==> src/rtl/fetch_stage.sv <==
// Instruction fetch stage: drives a single-outstanding instruction-memory read and presents words to decode through a one-entry skid.
// Optional performance counters are enabled by defining FETCH_STAGE_PERF_EN.
module fetch_stage #(
    parameter int              PC_W     = 8,
    parameter logic [PC_W-1:0] RESET_PC = '0
) (
    input  logic            i_clk,
    input  logic            i_rst,
    output logic            o_imem_req,
    output logic [PC_W-1:0] o_imem_addr,
    input  logic            i_imem_ack,
    input  logic [15:0]     i_imem_rdata,
    input  logic            i_stall,
    input  logic            i_jump,
    input  logic            i_flush,
    input  logic [PC_W-1:0] i_jump_target,
`ifdef FETCH_STAGE_PERF_EN
    output logic [15:0]     o_fetch_cnt,
    output logic [15:0]     o_drop_cnt,
`endif
    output logic [15:0]     o_instr,
    output logic [3:0]      o_opcode,
    output logic [PC_W-1:0] o_pc,
    output logic            o_valid
);

    typedef enum logic [1:0] {
        IDLE,
        REQ,
        DROP,
        FULL
    } state_t;

    localparam logic [PC_W-1:0] PC_ONE = {{(PC_W-1){1'b0}}, 1'b1};

    state_t          state_q;
    logic [PC_W-1:0] pc_q;
    logic [PC_W-1:0] pc_d;
    logic [PC_W-1:0] addr_q;
    logic [15:0]     instr_q;
    logic [PC_W-1:0] out_pc_q;
    logic            valid_q;
    logic [15:0]     skid_instr_q;
    logic [PC_W-1:0] skid_pc_q;
    logic            skid_valid_q;

    logic out_free;
    logic load_rdata;
    logic load_skid;
    logic drop_event;

    // A jump always wins the next PC; otherwise the PC advances only when a response is accepted.
    always_comb begin
        pc_d       = pc_q;
        out_free   = !valid_q || !i_stall;
        load_rdata = (state_q == REQ) && i_imem_ack && !i_jump && out_free && !i_flush;
        load_skid  = (state_q == FULL) && skid_valid_q && !i_jump && !i_stall && !i_flush;
        drop_event = i_imem_ack && ((state_q == DROP) || ((state_q == REQ) && i_jump));
        if (i_jump) begin
            pc_d = i_jump_target;
        end else if ((state_q == REQ) && i_imem_ack) begin
            pc_d = pc_q + PC_ONE;
        end
    end

    always_ff @(posedge i_clk) begin
        if (i_rst) begin
            state_q      <= IDLE;
            pc_q         <= RESET_PC;
            addr_q       <= RESET_PC;
            instr_q      <= '0;
            out_pc_q     <= '0;
            valid_q      <= 1'b0;
            skid_instr_q <= '0;
            skid_pc_q    <= '0;
            skid_valid_q <= 1'b0;
        end else begin
            pc_q <= pc_d;

            if (i_flush) begin
                valid_q <= 1'b0;
            end else if (load_rdata) begin
                instr_q  <= i_imem_rdata;
                out_pc_q <= addr_q;
                valid_q  <= 1'b1;
            end else if (load_skid) begin
                instr_q  <= skid_instr_q;
                out_pc_q <= skid_pc_q;
                valid_q  <= 1'b1;
            end else if (!i_stall) begin
                valid_q <= 1'b0;
            end

            // Every move into REQ issues the address the PC will hold after this edge.
            case (state_q)
                IDLE: begin
                    addr_q  <= pc_d;
                    state_q <= REQ;
                end
                REQ: begin
                    if (i_imem_ack) begin
                        addr_q <= pc_d;
                        if (!i_jump && !out_free) begin
                            skid_instr_q <= i_imem_rdata;
                            skid_pc_q    <= addr_q;
                            skid_valid_q <= 1'b1;
                            state_q      <= FULL;
                        end else begin
                            state_q <= REQ;
                        end
                    end else if (i_jump) begin
                        state_q <= DROP;
                    end
                end
                DROP: begin
                    if (i_imem_ack) begin
                        addr_q  <= pc_d;
                        state_q <= REQ;
                    end
                end
                FULL: begin
                    if (i_jump || !i_stall) begin
                        skid_valid_q <= 1'b0;
                        addr_q       <= pc_d;
                        state_q      <= REQ;
                    end
                end
                default: state_q <= IDLE;
            endcase

            if (i_jump) begin
                skid_valid_q <= 1'b0;
            end
        end
    end

`ifdef FETCH_STAGE_PERF_EN
    logic [15:0] fetch_cnt_q;
    logic [15:0] drop_cnt_q;

    // Both counters saturate rather than wrap.
    always_ff @(posedge i_clk) begin
        if (i_rst) begin
            fetch_cnt_q <= '0;
            drop_cnt_q  <= '0;
        end else begin
            if ((load_rdata || load_skid) && (fetch_cnt_q != 16'hFFFF)) begin
                fetch_cnt_q <= fetch_cnt_q + 16'd1;
            end
            if (drop_event && (drop_cnt_q != 16'hFFFF)) begin
                drop_cnt_q <= drop_cnt_q + 16'd1;
            end
        end
    end

    assign o_fetch_cnt = fetch_cnt_q;
    assign o_drop_cnt  = drop_cnt_q;
`else
    logic unused_drop;
    assign unused_drop = drop_event;
`endif

    assign o_imem_req  = (state_q == REQ) || (state_q == DROP);
    assign o_imem_addr = addr_q;
    assign o_instr     = instr_q;
    assign o_opcode    = instr_q[15:12];
    assign o_pc        = out_pc_q;
    assign o_valid     = valid_q;

endmodule

==> config.mk <==
export PLATFORM = sky130hd
export DESIGN_NAME = fetch_stage
export DESIGN_NICKNAME = d
export VERILOG_FILES = /design/src/rtl/fetch_stage.sv
export SDC_FILE = /design/constraint.sdc
export NUM_CORES = 1
export LEC_CHECK = 0
export BUFFER_PORTS_ARGS = -buffer_cell sky130_fd_sc_hd__buf_2
export CAP_MARGIN = 10
export CORE_ASPECT_RATIO = 0.75
export CORE_UTILIZATION = 53
export DETAILED_ROUTE_END_ITERATION = 12
export HOLD_SLACK_MARGIN = 0.02
export PLACE_DENSITY_LB_ADDON = 0.2
export SLEW_MARGIN = 10
export SYNTH_ARGS = -nofsm -noshare
export SYNTH_HDL_FRONTEND = slang
export SYNTH_SLANG_ARGS = --single-unit
==> constraint.sdc <==
create_clock -name i_clk -period 1.7 [get_ports i_clk]
set_input_delay 0.17 -clock i_clk [delete_from_list [all_inputs] [get_ports i_clk]]
set_output_delay 0.17 -clock i_clk [all_outputs]
set_load 0.005 [all_outputs]
Word level (Yosys, flattened, before mapping)
Cells that the tools add are included.
- add/subtract/negate cells: 1
- eq/ne operators: 10
- muxes and demuxes: 22
- bitwise gates (word level): 1
- reductions and logical operators: 28
- operator list (kind ; number):
    $mux W8 ; 6
    $mux W16 ; 2
    $pmux W8 S3 ; 1
    $mux W2 ; 5
    $logic_and A1 B1 Y1 ; 9
    $add A8 B1 Y8 const B ; 1
    $pmux W2 S4 ; 1
    $mux W1 ; 6
    $ne A2 B1 Y1 const B ; 3
    $reduce_and A3 Y1 ; 2
    $reduce_or A2 Y1 ; 3
    $logic_not A1 Y1 ; 5
    $eq A2 B2 Y1 const B ; 2
    $ne A2 B2 Y1 const B ; 2
    $reduce_and A2 Y1 ; 2
    $reduce_and A4 Y1 ; 1
    $reduce_bool A2 Y1 ; 2
    $logic_or A1 B1 Y1 ; 3
    $ne A3 B1 Y1 const B ; 1
    $ne A3 B3 Y1 const B ; 1
    $eq A2 B1 Y1 const B ; 1
    $logic_not A2 Y1 ; 1
    $pmux W1 S2 ; 1
    $not A1 Y1 ; 1
- flip-flop bits (word level): 68
- output and inout bits: 38

Depth between registers and ports, before layout
Gate-level depths: netlist (run 1).
- depth in word-level cells: 7
- gate-level depth with buffers: 8

Worst setup path after synthesis (run 1)
No wires, ideal clock.
- path kind: flip-flop to flip-flop
- start point: register state_q[0]
- end point: register addr_q[7] (netlist: o_imem_addr[7])
- setup time: 130 ps
- data arrival time: 1417 ps
- slack: 153 ps
- cell stages (with the launch flop): 7
- period minus slack after synthesis: 1547 ps
- path through: dfxtp_1 > ha_1 > buf_2 > nand4_1 > o31a_1 > o31ai_1 > o31ai_1
- word-level cells in the longest chain between the ends: 6
- elaborated cells on any way between the ends: 14
- RTL lines (item ; line ; text):
    start, declared ; 36 ; state_t state_q;
    start signal, assigned ; 68 ; state_q <= IDLE;
    start signal, assigned ; 98 ; state_q <= REQ;
    start signal, assigned ; 107 ; state_q <= FULL;
    $eq A2 B1 Y1 ; 61, 95 ;
    $logic_and A1 B1 Y1 ; 61 ; end else if ((state_q == REQ) && i_imem_ack) begin
    $mux W8 ; 61 ;
    $mux W8 ; 59 ; if (i_jump) begin
    $mux W8, on equally long branches ; 122, 101, 116 ;
    $pmux W8 S3 ; 95 ; case (state_q)
    end signal, assigned ; 97 ; addr_q <= pc_d;
    end signal, assigned ; 102 ; addr_q <= pc_d;
    end signal, assigned ; 124 ; addr_q <= pc_d;
    end, declared ; 39 ; logic [PC_W-1:0] addr_q;
Parallel ways exist; a longest one is shown, timed or not. The select of a mux whose other input is x is not followed.
A chain may end at the register's enable or synchronous reset.

Worst setup path in the final report (run 1)
Ends and elaborated chain as after synthesis.

==> results of run 1 <==
-- metrics by stage --
step | setup slack [ns] | instance area, um^2 | total power, mW | hold WS (ns) | utilization
floorplan | 0.1526 | 2963 | 1.899 | 0.2421 | -
global placement | 0.1277 | 3358 | 2.027 | 0.3607 | 0.6274
detailed placement | 0.06464 | 3358 | 2.034 | 0.3653 | 0.6274
CTS | 0.03332 | 3560 | 3.313 | 0.06948 | 0.6650
global route | 0.008425 | 3596 | 3.444 | 0.06598 | 0.6718
finish | 0.1119 | 3596 | 3.296 | 0.08103 | 0.6718
-- kinds of logic after synthesis --
family | synth area share
AO/OA/AOI/OAI | 0.1719
buffers and inverters | 0.06376
adder cells (fa/ha/maj) | 0.01689
AND/OR/NAND/NOR | 0.1871
multiplexers | 0.09502
XOR/XNOR | 0.005913
flip-flops | 0.4595
-- cell usage after synthesis (2+ instances only) --
master	count	share of area
a211oi_1	24	0.061
a21oi_1	31	0.052
buf_2	7	0.012
buf_4	7	0.018
buf_6	3	0.011
clkbuf_1	12	0.015
dfxtp_1	68	0.46
ha_1	4	0.017
inv_1	6	0.0076
mux2i_1	27	0.091
nand2_1	56	0.071
nand2b_1	6	0.013
nand3_1	6	0.010
nand4_1	4	0.0084
nor2_1	34	0.043
nor2b_1	4	0.0084
nor3_1	7	0.012
o211a_1	2	0.0068
o211ai_1	2	0.0051
o21a_1	3	0.0076
o21ai_0	6	0.010
o31a_1	2	0.0059
o31ai_1	3	0.0076
o41ai_1	2	0.0059
xnor2_1	2	0.0059
-- metal layers --
layer,wire (um),GRT usage,share of wire,up-vias
met5,0,0,0,-
met4,83,0.08468,0.013,0
met3,430,0.07063,0.067,8
met2,2946,0.3462,0.46,70
met1,2984,0.3123,0.46,1173
li1,-,-,-,1305
-- sequential cells by signal, summed over array words and instances, names as in the netlist --
signal,count
o_valid,1
state_q,2
pc_q,8
o_instr,16
o_pc,8
o_imem_addr,8
skid_pc_q,8
skid_valid_q,1
skid_instr_q,16
-- what timing repair did --
| action | CTS | global route |
|---|---|---|
| endpoints found under the setup margin | 0 | 13 |
| hold endpoints to repair | 1 | 0 |
| resized for setup | 0 | 8 |
| setup buffers | 0 | 0 |
| hold buffers | 1 | 0 |
-- tightest hold or removal path, stage by stage --
cell     delay [ns]
buf_2          0.10
nand2_1        0.05
a21oi_1        0.05
-- layout make-up --
| class | instances | area [um^2] | share of cell area |
|---|---|---|---|
| multi-input combinational | 237 | 1448 | 0.4026 |
| sequential | 68 | 1363 | 0.3789 |
| timing repair buffer | 79 | 478.0 | 0.1329 |
| clock buffer | 11 | 141.4 | 0.03932 |
| tap | 75 | 93.84 | 0.02610 |
| clock inverter | 4 | 50.05 | 0.01392 |
| inverter | 6 | 22.52 | 0.006263 |
-- where the power goes --
group | internal, mW | switching (mW)
Clock | 0.707 | 0.577
Sequential | 1.65 | 0.0503
Combinational | 0.146 | 0.167
Total | 2.50 | 0.794
-- worst paths after layout --
| check | end | slack (ns) | cells past startpoint | from |
|---|---|---|---|---|
| setup reg to reg | o_imem_addr[7] | 0.11 | 5 | state_q[0] |
| hold / removal | skid_instr_q[3] | 0.08 | 3 | i_imem_rdata[3] |
| setup / recovery | o_imem_addr[7] | 0.11 | 5 | state_q[0] |
| hold reg to reg | skid_pc_q[4] | 0.46 | 2 | skid_pc_q[4] |
==> metrics.csv, run 1 <==
stage;metric;value;unit
cts;CTS root buf;clkbuf_8;
floorplanning;io pins;68;
cts;CTS tree;done;
timing;setup violators final;0;
critical_path;CP peak stage delay;0.43;ns
detailed_routing;via count;2556;
floorplanning;Die Wd;88.34;um
run;Max-cap violations;0;
logic_synthesis;ys flop type;dfxtp_1;
logic_synthesis;Synth Instances;340;
timing;top achievable clock speed;629.7;MHz
detailed_routing;Avg WL per Cell;13.43;um
logic_synthesis;ys async rst share;0;
cts;clock latency at the later pin of the worst-skew pair;0.33;ns
timing;Final Hold Vio Count;0;
cts;Max clock buf depth;2;
placement;RD Place Congestion;0.7850;
timing;TNS Setup;0;ns
global_routing;total grt overflow;0;
global_routing;first-pass GRT wire length;10190;um
global_routing;pin count of the biggest net entering global routing;50;
logic_synthesis;Synth cell types;37;
logic_synthesis;Post-Synthesis Mean Instance Area;8.714;um^2
critical_path;Max stage delay cell, worst path;dfxtp_1;
critical_path;critical path type;register to register;
status;outcome;finished clean;
cts;clk slew on worst S/H paths;0.07;ns
min_path;Worst Hold Class;primary input to register;
placement;HPWL Detailed;4340;um
logic_synthesis;Synth Net Count;374;
placement;IO Port Bufs;67;
floorplanning;Die ar.;5896;um^2
critical_path;worst path required time;1.90;ns
detailed_routing;Vias/cell;5.325;
floorplanning;std cell rows;23;
finish;fill count;460;
global_routing;vias in the first global route;2176;
finish;Final Instance Count excl. Fillers;480;
timing;Slew @ Worst Pin;0.5416;ns
power;Pwr Density;916.5;nW/um^2
cts;Num CTS Buffers;9;
timing;Tmin final;1.588;ns
logic_synthesis;register bit total from synthesis;68;
critical_path;CP Buf/Inv Count;0;
placement;placed cells;464;
finish;P&R area growth vs syn;21.37;%
detailed_routing;Total Routed Length;6444;um
critical_path;CP arrival;1.78;ns
critical_path;Setup crit start kind;register;
logic_synthesis;number of synthesized flops with an enable pin;0;
global_routing;initial antenna violation count;0;
detailed_routing;DRC Markers;0;
finish;share of layout cells above drive strength 1;0.2469;
timing;pins over their slew limit;0;
critical_path;CP cell instances;ha_4 > nand4_1 > o31a_1 > o31ai_2 > o31ai_1;
cts;CTS Sinks;68;
logic_synthesis;Cell Area, Synth;2963;um^2
timing;Final Cycle Share;0.9342;
finish;most frequent cells in the layout;67 x buf_2, 67 x dfxtp_1, 56 x nand2_1;
logic_synthesis;sequential element share of the synthesized area;0.4595;
logic_synthesis;Synthesis Warnings;0;
floorplanning;Die Y;66.75;um
timing;Worst Clk Skew;0.007782;ns
critical_path;delay-heaviest family, CP;compound AO/OA/AOI/OAI gates;
cts;H-tree levels;3;
timing;RSZ-0062 raised after global routing;no;
power;P_leak;1.634;nW
critical_path;CP max FO;5;
detailed_routing;Iteration-0 DRC Markers;116;
detailed_routing;Detail Route Antenna Nets;0;
floorplanning;core area;5353;um^2
timing;Slew HR;0.6389;
finish;diode count;0;
finish;nets@finish;435;
global_routing;Total Routing Usage GR;0.2312;
critical_path;Worst Setup End Kind;register;
detailed_routing;drt pass-1 iters;4;
power;Max VDD drop;0.5126;mV
floorplanning;Initial Util;0.5535;
Power figures use the tool's default switching activity.
==> run 2, diff against run 1 <==
--- a/config.mk
+++ b/config.mk
@@ -8,7 +8,7 @@
 export BUFFER_PORTS_ARGS = -buffer_cell sky130_fd_sc_hd__buf_2
 export CAP_MARGIN = 10
 export CORE_ASPECT_RATIO = 0.75
-export CORE_UTILIZATION = 53
+export CORE_UTILIZATION = 57
 export DETAILED_ROUTE_END_ITERATION = 12
 export HOLD_SLACK_MARGIN = 0.02
 export PLACE_DENSITY_LB_ADDON = 0.2
==> constraint.sdc (replaced) <==
create_clock -name i_clk -period 2 [get_ports i_clk]
set_input_delay 0.2 -clock i_clk [delete_from_list [all_inputs] [get_ports i_clk]]
set_output_delay 0.2 -clock i_clk [all_outputs]
set_load 0.005 [all_outputs]
==> metrics.csv, run 2 (synthesized netlist as in run 1, its figures left out) <==
stage;metric;value;unit
finish;post-layout util;0.7104;
timing;Worst Clk Skew;0.007052;ns
power;Pwr Density;808.3;nW/um^2
global_routing;first-pass GRT wire length;11160;um
cts;Max clock buf depth;2;
min_path;Worst Hold Class;primary input to register;
global_routing;initial antenna violation count;0;
timing;Slew HR;0.6308;
floorplanning;std cell rows;22;
detailed_routing;drt pass-1 iters;5;
power;Max VDD drop;0.6139;mV
timing;pins over their slew limit;0;
placement;RD Place Congestion;0.7496;
floorplanning;io pins;68;
run;Max-cap violations;0;
detailed_routing;Detail Route Antenna Nets;0;
cts;Post-CTS Hold Buffers;1;
floorplanning;Die ar.;5494;um^2
floorplanning;Initial Util;0.5980;
cts;# Post-CTS Setup Buffers;0;
finish;most frequent cells in the layout;68 x dfxtp_1, 67 x buf_2, 56 x nand2_1;
status;outcome;finished clean;
cts;CTS root buf;clkbuf_8;
timing;RSZ-0062 raised after global routing;no;
timing;setup violators final;0;
timing;Tmin final;1.667;ns
detailed_routing;DRC Markers;0;
detailed_routing;via count;2599;
detailed_routing;Iteration-0 DRC Markers;154;
timing;Final Hold Vio Count;0;
detailed_routing;Avg WL per Cell;14.35;um
timing;Slew @ Worst Pin;0.5537;ns
critical_path;CP arrival;1.87;ns
finish;diode count;0;
critical_path;critical path type;register to register;
global_routing;Total Routing Usage GR;0.2618;
finish;nets@finish;434;
cts;clk slew on worst S/H paths;0.08;ns
detailed_routing;Vias/cell;5.589;
cts;Num CTS Buffers;9;
detailed_routing;Total Routed Length;6672;um
global_routing;total grt overflow;0;
finish;commonest non-fill, non-tap cell in the layout;dfxtp_1;
critical_path;worst path required time;2.20;ns
cts;CTS tree;done;
floorplanning;Die Y;64.44;um
critical_path;Worst Setup End Kind;register;
cts;H-tree levels;3;
timing;Final Cycle Share;0.8337;
finish;share of layout cells above drive strength 1;0.2346;
global_routing;pin count of the biggest net entering global routing;50;
finish;P&R area growth vs syn;18.79;%
floorplanning;core area;4955;um^2
critical_path;CP max FO;8;
floorplanning;Die Wd;85.25;um
cts;clock latency at the later pin of the worst-skew pair;0.34;ns
placement;IO Port Bufs;67;
global_routing;vias in the first global route;2350;
min_path;Hold Path Depth;3;
timing;TNS Setup;0;ns
placement;HPWL Detailed;4255;um
timing;top achievable clock speed;599.7;MHz
critical_path;Setup crit start kind;register;
cts;Resized cells post-CTS;0;
critical_path;r2r worst-path depth;7;
power;P_leak;1.632;nW
finish;fill count;404;
cts;CTS Sinks;68;
run 2: critical path, stage by stage (launching register included):
cell and delay, ns:
dfxtp_1 0.38, inv_1 0.06, ha_1 0.21, buf_4 0.17
nand2_1 0.10, mux2_2 0.35, o211ai_1 0.18, a21oi_1 0.09
run 2: layer usage:
metal  share of wire  vias up  global-route usage  wire length, um
li1                -     1304                   -                -
met1            0.48     1209              0.3546             3202
met2            0.46       77              0.3962             3053
met3           0.050        9             0.08025              335
met4           0.012        0             0.09583               82
met5               0        -                   0                0
run 2: through the flow:
step | cells | instance area (um^2) | hold WS, ns | setup WS, ns | power [mW]
floorplan | 340 | 2963 | 0.2721 | 0.4526 | 1.614
global placement | 448 | 3307 | 0.3802 | 0.4194 | 1.717
detailed placement | 448 | 3307 | 0.3803 | 0.3629 | 1.726
CTS | 465 | 3520 | 0.09419 | 0.3449 | 2.862
global route | 465 | 3520 | 0.1054 | 0.1925 | 2.961
finish | 465 | 3520 | 0.1108 | 0.3326 | 2.845
run 2: final timing paths:
kind         slack, ns        startpoint               end
max               0.33        state_q[1]    o_imem_addr[1]
max reg2reg       0.33        state_q[1]    o_imem_addr[1]
min reg2reg       0.46      skid_pc_q[1]      skid_pc_q[1]
min               0.11  i_imem_rdata[11]  skid_instr_q[11]
run 2: layout make-up:
| type | instances | area [um^2] | area share |
|---|---|---|---|
| multi-input cells | 237 | 1413 | 0.4013 |
| clock buffers | 12 | 155.1 | 0.04408 |
| inverters | 6 | 22.52 | 0.006399 |
| repair buffers | 78 | 445.4 | 0.1266 |
| well taps | 60 | 75.07 | 0.02133 |
| clock inverters | 4 | 47.55 | 0.01351 |
| flip-flops and latches | 68 | 1361 | 0.3868 |
run 2: report_power, final:
part           internal (mW)  switching [mW]  total (mW)  leakage (nW)
logic                  0.119           0.139       0.258         0.977
clock network          0.640           0.503        1.14         0.102
registers               1.40          0.0433        1.44         0.553
total                   2.16           0.685        2.84          1.63
